$ cat config.mk
export PLATFORM = sky130hd
export DESIGN_NAME = uart_rx_param
export DESIGN_NICKNAME = d
export VERILOG_FILES = /design/src/rtl/uart_rx_param.sv
export SDC_FILE = /design/constraint.sdc
export NUM_CORES = 1
export LEC_CHECK = 0
export CORE_MARGIN = 8
export CORE_UTILIZATION = 50
export DETAILED_ROUTE_END_ITERATION = 10
export GPL_TIMING_DRIVEN = 0
export PLACE_DENSITY = 0.74
export SETUP_SLACK_MARGIN = 0.1
export SLEW_MARGIN = 5
export SYNTH_ARGS = -nofsm -noshare
export SYNTH_HDL_FRONTEND = slang
export SYNTH_SLANG_ARGS = --single-unit
$ cat constraint.sdc
create_clock -name i_Clk -period 1.59 [get_ports i_Clk]
set_input_delay 0.318 -clock i_Clk [delete_from_list [all_inputs] [get_ports i_Clk]]
set_output_delay 0.318 -clock i_Clk [all_outputs]
set_load 0.1 [all_outputs]
$ cat src/rtl/uart_rx_param.sv
// Parametrised UART receiver: 2-FF input synchroniser, false-start rejection, parity and
// framing checks, and a valid/ready holding register that flags overruns.
module uart_rx_param #(
   parameter int p_CLKs_PB   = 217,
   parameter int p_DATA_BITS = 8,
   parameter int p_PARITY    = 0,
   parameter int p_STOP_BITS = 1
) (
   input  logic                   i_Clk,
   input  logic                   i_Rst_n,
   input  logic                   i_Rx_UART,
   output logic [p_DATA_BITS-1:0] o_Rx_Byte,
   output logic                   o_Rx_Valid,
   input  logic                   i_Rx_Ready,
   output logic                   o_Parity_Err,
   output logic                   o_Frame_Err,
   output logic                   o_Overrun,
   output logic                   o_Busy
);

   localparam int c_CNT_W = $clog2(p_CLKs_PB);
   localparam int c_IDX_W = $clog2(p_DATA_BITS);
   localparam logic [c_CNT_W-1:0] c_CNT_ZERO = {c_CNT_W{1'b0}};
   localparam logic [c_CNT_W-1:0] c_CNT_ONE  = c_CNT_W'(1);
   localparam logic [c_CNT_W-1:0] c_MID      = c_CNT_W'((p_CLKs_PB - 1) / 2);
   localparam logic [c_CNT_W-1:0] c_LAST     = c_CNT_W'(p_CLKs_PB - 1);
   localparam logic [c_IDX_W-1:0] c_IDX_ZERO = {c_IDX_W{1'b0}};
   localparam logic [c_IDX_W-1:0] c_IDX_ONE  = c_IDX_W'(1);
   localparam logic [c_IDX_W-1:0] c_IDX_LAST = c_IDX_W'(p_DATA_BITS - 1);
   localparam logic               c_STOP_LAST = 1'(p_STOP_BITS - 1);
   localparam logic               c_HAS_PAR   = (p_PARITY != 0);

   typedef enum logic [2:0] {
      S_IDLE   = 3'd0,
      S_START  = 3'd1,
      S_DATA   = 3'd2,
      S_PARITY = 3'd3,
      S_STOP   = 3'd4
   } state_t;

   state_t                   state_r;
   logic                     rx_meta_r;
   logic                     rx_s_r;
   logic [c_CNT_W-1:0]       clk_cnt_r;
   logic [c_IDX_W-1:0]       bit_idx_r;
   logic                     stop_cnt_r;
   logic [p_DATA_BITS-1:0]   shift_r;
   logic                     par_err_r;
   logic                     frm_err_r;
   logic                     armed_r;
   logic [p_DATA_BITS-1:0]   byte_r;
   logic                     valid_r;
   logic                     perr_r;
   logic                     ferr_r;
   logic                     ovr_r;
   logic                     busy_r;

   logic                     bit_tick_s;
   logic                     stop_done_s;
   logic                     take_s;

   function automatic logic parity_exp_f(input logic [p_DATA_BITS-1:0] data);
      if (p_PARITY == 1) begin
         return ~^data;
      end else begin
         return ^data;
      end
   endfunction

   assign bit_tick_s  = (clk_cnt_r == c_LAST);
   assign stop_done_s = (state_r == S_STOP) && bit_tick_s && (stop_cnt_r == c_STOP_LAST);
   assign take_s      = valid_r && i_Rx_Ready;

   assign o_Rx_Byte    = byte_r;
   assign o_Rx_Valid   = valid_r;
   assign o_Parity_Err = perr_r;
   assign o_Frame_Err  = ferr_r;
   assign o_Overrun    = ovr_r;
   assign o_Busy       = busy_r;

   // Two-flop synchroniser for the asynchronous RX line (idles high).
   always_ff @(posedge i_Clk) begin
      if (!i_Rst_n) begin
         rx_meta_r <= 1'b1;
         rx_s_r    <= 1'b1;
      end else begin
         rx_meta_r <= i_Rx_UART;
         rx_s_r    <= rx_meta_r;
      end
   end

   // Frame receive FSM together with the output holding register.
   always_ff @(posedge i_Clk) begin
      if (!i_Rst_n) begin
         state_r    <= S_IDLE;
         clk_cnt_r  <= c_CNT_ZERO;
         bit_idx_r  <= c_IDX_ZERO;
         stop_cnt_r <= 1'b0;
         shift_r    <= {p_DATA_BITS{1'b0}};
         par_err_r  <= 1'b0;
         frm_err_r  <= 1'b0;
         armed_r    <= 1'b1;
         byte_r     <= {p_DATA_BITS{1'b0}};
         valid_r    <= 1'b0;
         perr_r     <= 1'b0;
         ferr_r     <= 1'b0;
         ovr_r      <= 1'b0;
         busy_r     <= 1'b0;
      end else begin
         ovr_r <= 1'b0;
         case (state_r)
            S_IDLE: begin
               clk_cnt_r <= c_CNT_ZERO;
               // A break leaves armed_r clear until the line has been seen high again.
               if (rx_s_r) begin
                  armed_r <= 1'b1;
               end else if (armed_r) begin
                  state_r <= S_START;
                  busy_r  <= 1'b1;
               end
            end
            S_START: begin
               if (clk_cnt_r == c_MID) begin
                  clk_cnt_r <= c_CNT_ZERO;
                  if (rx_s_r) begin
                     state_r <= S_IDLE;
                     busy_r  <= 1'b0;
                  end else begin
                     state_r   <= S_DATA;
                     bit_idx_r <= c_IDX_ZERO;
                     par_err_r <= 1'b0;
                     frm_err_r <= 1'b0;
                  end
               end else begin
                  clk_cnt_r <= clk_cnt_r + c_CNT_ONE;
               end
            end
            S_DATA: begin
               if (bit_tick_s) begin
                  clk_cnt_r <= c_CNT_ZERO;
                  shift_r   <= {rx_s_r, shift_r[p_DATA_BITS-1:1]};
                  if (bit_idx_r == c_IDX_LAST) begin
                     bit_idx_r  <= c_IDX_ZERO;
                     stop_cnt_r <= 1'b0;
                     state_r    <= c_HAS_PAR ? S_PARITY : S_STOP;
                  end else begin
                     bit_idx_r <= bit_idx_r + c_IDX_ONE;
                  end
               end else begin
                  clk_cnt_r <= clk_cnt_r + c_CNT_ONE;
               end
            end
            S_PARITY: begin
               if (bit_tick_s) begin
                  clk_cnt_r  <= c_CNT_ZERO;
                  par_err_r  <= (rx_s_r != parity_exp_f(shift_r));
                  stop_cnt_r <= 1'b0;
                  state_r    <= S_STOP;
               end else begin
                  clk_cnt_r <= clk_cnt_r + c_CNT_ONE;
               end
            end
            S_STOP: begin
               if (bit_tick_s) begin
                  clk_cnt_r <= c_CNT_ZERO;
                  if (!rx_s_r) begin
                     frm_err_r <= 1'b1;
                     armed_r   <= 1'b0;
                  end
                  if (stop_cnt_r == c_STOP_LAST) begin
                     state_r <= S_IDLE;
                     busy_r  <= 1'b0;
                  end else begin
                     stop_cnt_r <= stop_cnt_r + 1'b1;
                  end
               end else begin
                  clk_cnt_r <= clk_cnt_r + c_CNT_ONE;
               end
            end
            default: begin
               state_r   <= S_IDLE;
               clk_cnt_r <= c_CNT_ZERO;
               busy_r    <= 1'b0;
            end
         endcase

         // The final stop sample folds straight into the delivered framing flag.
         if (stop_done_s) begin
            if (!valid_r || take_s) begin
               byte_r  <= shift_r;
               perr_r  <= par_err_r;
               ferr_r  <= frm_err_r | ~rx_s_r;
               valid_r <= 1'b1;
            end else begin
               ovr_r <= 1'b1;
            end
         end else if (take_s) begin
            valid_r <= 1'b0;
         end
      end
   end

endmodule
## Word level (Yosys, flattened, before mapping)

Index checks and enable logic that the tools add are counted.

| word-level totals | value |
|---|---|
| bits of input ports | 4 |
| memory bits (writable) | 0 |
| latch bits | 0 |
| output and inout port bits | 13 |
| bits in registers | 41 |
| logic and storage cells | 118 |
| memory bits (read-only) | 0 |
| memories kept | 0 |

| operators by class | value |
|---|---|
| $lt $le $gt $ge | 0 |
| add/subtract/negate cells | 3 |
| shift operators | 0 |
| divide/modulo/power cells | 0 |
| reduce and logical (&&, ||, !) cells | 26 |
| $mul | 0 |
| equal/unequal tests | 21 |
| bitwise logic cells | 4 |
| mux-type cells | 48 |

Operator list:

| cell | count |
|---|---|
| $mux 3 | 12 |
| $mux 1 | 25 |
| $ne 2x2->1 const B | 12 |
| $mux 8 | 2 |
| $pmux 8 s2 | 1 |
| $pmux 3 s5 | 1 |
| $reduce_and 4->1 | 3 |
| $reduce_and 5->1 | 2 |
| $reduce_bool 2->1 | 5 |
| $add 8x1->8 const B | 1 |
| $eq 8x7->1 const B | 1 |
| $eq 8x8->1 const B | 1 |
| $reduce_and 2->1 | 4 |
| $reduce_and 8->1 | 1 |
| $reduce_xor 8->1 | 1 |
| $reduce_and 7->1 | 1 |
| $eq 3x2->1 const B | 2 |
| $eq 3x3->1 const B | 2 |
| $pmux 1 s2 | 3 |
| $pmux 3 s2 | 1 |
| $pmux 1 s4 | 1 |
| $add 3x1->3 const B | 1 |
| $eq 3x1->1 const B | 1 |
| $logic_and 1x1->1 | 3 |
| other kinds (13) | 15 |

## Depth between registers and ports, before layout

| depth | value |
|---|---|
| depth after elaboration | 7 |
| mapped depth | 7 |
| depth with buffers taken out | 6 |

## Worst setup path after synthesis

Ideal clock, no wire load.

| path | value |
|---|---|
| path type | register to register |
| start | reg valid_r, in the netlist o_Rx_Valid |
| end | reg ferr_r, in the netlist o_Frame_Err |
| buffers on the path | 1 |
| arrival | 1726 ps |
| period minus slack after synthesis | 1817 ps |
| setup time | 91 ps |
| required time | 1499 ps |
| cell stages (with the launch flop) | 5 |
| slack | -227 ps |
| cells stage by stage | dfxtp_1 -> nor2b_1 -> nor4_4 -> buf_6 -> a311oi_1 |

| on the way | value |
|---|---|
| longest elaborated chain between the ends | 3 |
| elaborated cells between the ends (all ways) | 4 |
| those cells by class | reduce/logical: 4 |

RTL lines:

| what | line | text |
|---|---|---|
| start: declaration | 52 | `logic valid_r;` |
| start signal: assignment | 104 | `valid_r <= 1'b0;` |
| start signal: assignment | 193 | `valid_r <= 1'b1;` |
| start signal: assignment | 198 | `valid_r <= 1'b0;` |
| $logic_not 1->1 / $logic_and 1x1->1 (equally long branches) | 189, 72 |  |
| $logic_or 1x1->1 (*) | 189 | `if (!valid_r \|\| take_s) begin` |
| $reduce_and 2->1 (no line) (*) | -- |  |
| end signal: assignment | 192 | `ferr_r <= frm_err_r \| ~rx_s_r;` |
| end: declaration | 54 | `logic ferr_r;` |

Mark *: on every way between the ends. The rest lies on a longest branch, timed or not.
A chain may end at the register's enable or synchronous reset.

## Final worst setup path

| path | value |
|---|---|
| start | reg clk_cnt_r[0] |
| end | reg par_err_r |

| on the way | value |
|---|---|
| longest elaborated chain between the ends | 3 |
| elaborated cells between the ends (all ways) | 5 |
| those cells by class | eq/ne: 4; reduce/logical: 1 |

RTL lines:

| what | line | text |
|---|---|---|
| start: declaration | 44 | `logic [c_CNT_W-1:0] clk_cnt_r;` |
| start signal: assignment | 96 | `clk_cnt_r <= c_CNT_ZERO;` |
| start signal: assignment | 113 | `clk_cnt_r <= c_CNT_ZERO;` |
| start signal: assignment | 124 | `clk_cnt_r <= c_CNT_ZERO;` |
| $eq 8x7->1 / $eq 8x8->1 (equally long branches) | 123, 70 |  |
| $ne 2x2->1 (no line) | -- |  |
| $reduce_and 4->1 (no line) (*) | -- |  |
| end signal: assignment | 156 | `par_err_r <= (rx_s_r != parity_exp_f(shift_r));` |
| end: declaration | 48 | `logic par_err_r;` |

Marked as above.

==> flow_metrics.py <==
metrics = {
    "placed_design": {
        "post-dp-hpwl_mm": 2.62,
        "post-place-ws_ns": -0.199,
        "io_buffers": 15,
        "gp_congestion": 0.828,
        "dpl_cell_area_sq_um": 2070,
    },
    "timing": {
        "rsz0062_at_grt": "yes",
        "worst_slew_pin_slew_ns": 0.531,
        "clock.fmax_mhz": 591,
        "setup_violations": 21,
        "finalHoldViolCount": 0,
        "max_slew_margin": 0.646,
        "fin_ws_ns": -0.102,
        "period_needed_ns": 1.69,
        "fin_crit_sh": 1.06,
        "finalMaxSlewViolations": 0,
        "hold_ws_ns": 0.349,
        "clock-skew-final_ns": 0.0109,
    },
    "layout": {
        "fill_cells": 292,
        "areaGrowthSynthToFinish_pct": 27.7,
        "design_area_sq_um": 2350,
        "fin_util": 0.651,
        "drive_gt1_frac": 0.329,
        "antennaDiodeCount": 0,
        "fin_nets": 229,
    },
    "global_route": {
        "grt_pass1_vias": 1479,
        "antenna_found_initial": 0,
        "grt_pass1_wl_mm": 6.82,
        "track_usage": 0.139,
        "grt_start_max_net_pins": 14,
        "grt-ovfl-total": 0,
    },
    "synthesis": {
        "synth_enable_flop_cells": 0,
        "ys_warn_count": 0,
        "syn_area_per_cell_sq_um": 9.72,
        "synthDistinctLibCells": 44,
        "synth_cells": 189,
        "synth_top_area_frac": 0.436,
        "netlist_area_sq_um": 1840,
        "yosysTopAreaCell": "dfxtp_1",
        "ys_top_cells_by_area": "dfxtp_1 44%, mux2i_1 9.3%, nor2_1 6.3%",
        "ys_ff_latch": 40,
        "yosys_most_used_dff": "dfxtp_1",
        "ys_seq_area_frac": 0.436,
        "syn_nets": 197,
        "async_reset_ff_frac": 0,
    },
    "power": {
        "power_uw": 1960,
        "static-leakage-power_uw": 0.000895,
        "irDropWorstVdd_mv": 0.527,
        "power_density_nw_per_um2": 837,
    },
    "clocking": {
        "cts.path.max_buffers": 2,
        "clock-root-buffer": "clkbuf_8",
        "cts_made_buffers": 5,
        "cts_tree": "yes",
        "clk_pin_slew_worst_paths_ns": 0.08,
        "cts_max_level": 2,
        "clk_latency_ns": 0.29,
        "cts.sinks": 40,
        "cts_hold_buf": 0,
    },
    "route": {
        "vias": 1445,
        "vias_per_cell": 5.35,
        "ant_nets": 0,
        "drc_errors": 0,
        "dr.pass1.iters": 4,
        "post_drt_wl_per_cell_um": 15.5,
        "drt_iter0_markers": 131,
        "routed_wl_mm": 4.19,
    },
    "die": {
        "dieHeight_um": 76.6,
        "num_io_pins": 17,
        "die_w_um": 76.6,
        "rows": 22,
        "initial_core_util": 0.509,
        "die-area_sq_um": 5870,
        "coreArea_sq_um": 3610,
    },
    "job": {
        "maxCapViolCount": 0,
    },
    "critical_path": {
        "crit_path_start_kind": "flip-flop",
        "crit_arrival_ns": 1.89,
        "criticalPathCategory": "flip-flop to flip-flop",
        "worstSetupEndpointType": "flip-flop",
        "crit_path_max_fanout": 5,
        "critPathRequiredTime_ns": 1.78,
    },
    "hold_path": {
        "min_path_type": "primary input to flip-flop",
    },
    "outcome": {
        "outcome": "complete, but fails checks",
        "violations": "negative setup slack",
    },
}
state kept, by name (all words and copies together), names as in the netlist:
register / cells
bit_idx_r: 3
state_r: 3
par_err_r: 1
clk_cnt_r: 8
o_Busy: 1
o_Rx_Valid: 1
o_Parity_Err: 1
shift_r: 8
rx_s_r: 1
o_Frame_Err: 1
frm_err_r: 1
armed_r: 1
rx_meta_r: 1
o_Overrun: 1
o_Rx_Byte: 8
cell usage in the layout (no fill, tap or decap), drive strengths merged, types with 3 or more instances in the layout:
| master | Yosys | final |
|---|---|---|
| ha | 4 | 4 |
| nand3 | 5 | 5 |
| nand2b | 3 | 3 |
| nor2 | 31 | 31 |
| clkbuf | 3 | 9 |
| xor2 | 3 | 3 |
| dfxtp | 40 | 40 |
| nor3 | 4 | 4 |
| o21ai | 7 | 7 |
| buf | 7 | 30 |
| nand3b | 4 | 4 |
| nand2 | 6 | 6 |
| a21oi | 8 | 8 |
| mux2i | 17 | 17 |
| inv | 6 | 6 |
| nor4 | 4 | 4 |
| xnor2 | 9 | 9 |
stage by stage:
step	instances	TNS (ns)
floorplan	189	0
global placement	252	-4.36
detailed placement	252	-5.27
CTS	268	-0.977
global route	270	-3.02
finish	270	-1.18
logic make-up after synthesis:
kind of cell	after synthesis	synth area share
and+or+nand+nor	73	0.240
AOI/OAI and AO/OA	25	0.0865
DFF	40	0.436
buffers and inverters	17	0.0477
adders and majority gates	4	0.0272
xor gates and xnor gates	13	0.0695
muxes	17	0.0926
path summary, 6_finish.rpt:
check                           from                      to  slack, ns  cells past startpoint
max          clk_cnt_r[0]$_SDFF_PN0_  par_err_r$_SDFFE_PN0P_      -0.10                      7
min                          i_Rst_n       rx_s_r$_SDFF_PN1_       0.35                      2
max reg2reg  clk_cnt_r[0]$_SDFF_PN0_  par_err_r$_SDFFE_PN0P_      -0.10                      7
min reg2reg     rx_meta_r$_SDFF_PN1_       rx_s_r$_SDFF_PN1_       0.42                      1
report_power, final:
part / switching, uW / internal (uW) / total [uW]
logic: 52.5 / 34.6 / 87.1
clock network: 358 / 513 / 872
registers: 2.54 / 1000 / 1010
total: 414 / 1550 / 1960
timing repair:
item                       CTS  global route
buffers inserted             7             2
gates cloned                 1             0
resized for setup           89            15
setup endpoints to repair   46            37
pin swaps                   11             9
cell type report:
class                      count  area (sq um)  area share
multi-input combinational    132          1080       0.461
tap                           48          60.1      0.0256
inverter                       7          26.3      0.0112
timing repair buffer          25           164      0.0699
clock inverter                 2          38.8      0.0165
buffer                        10          77.6      0.0331
clock buffer                   6          82.6      0.0352
sequential                    40           815       0.347
critical path, cell delays in order, from the launching register on:
cell,delay (ns)
dfxtp_4,0.35
inv_2,0.06
ha_4,0.14
nand4b_4,0.16
buf_4,0.19
nor4_1,0.30
o21ai_1,0.12
a32o_1,0.27
layer usage:
layer | routed length, um | global-route usage | vias to the layer above | share of wire
li1 | - | - | 719 | -
met1 | 1850 | 0.162 | 673 | 0.44
met2 | 2080 | 0.231 | 47 | 0.50
met3 | 207 | 0.0413 | 6 | 0.049
met4 | 51 | 0.0596 | 0 | 0.012
met5 | 0 | 0 | - | 0
synthesized netlist by cell type, drive strengths merged, types with 4 or more instances:
master / number
dfxtp: 40
nor2: 31
mux2i: 17
xnor2: 9
a21oi: 8
buf: 7
o21ai: 7
inv: 6
nand2: 6
nand3: 5
ha: 4
nand3b: 4
nor3: 4
nor4: 4
(Power assumes the default switching activity.)
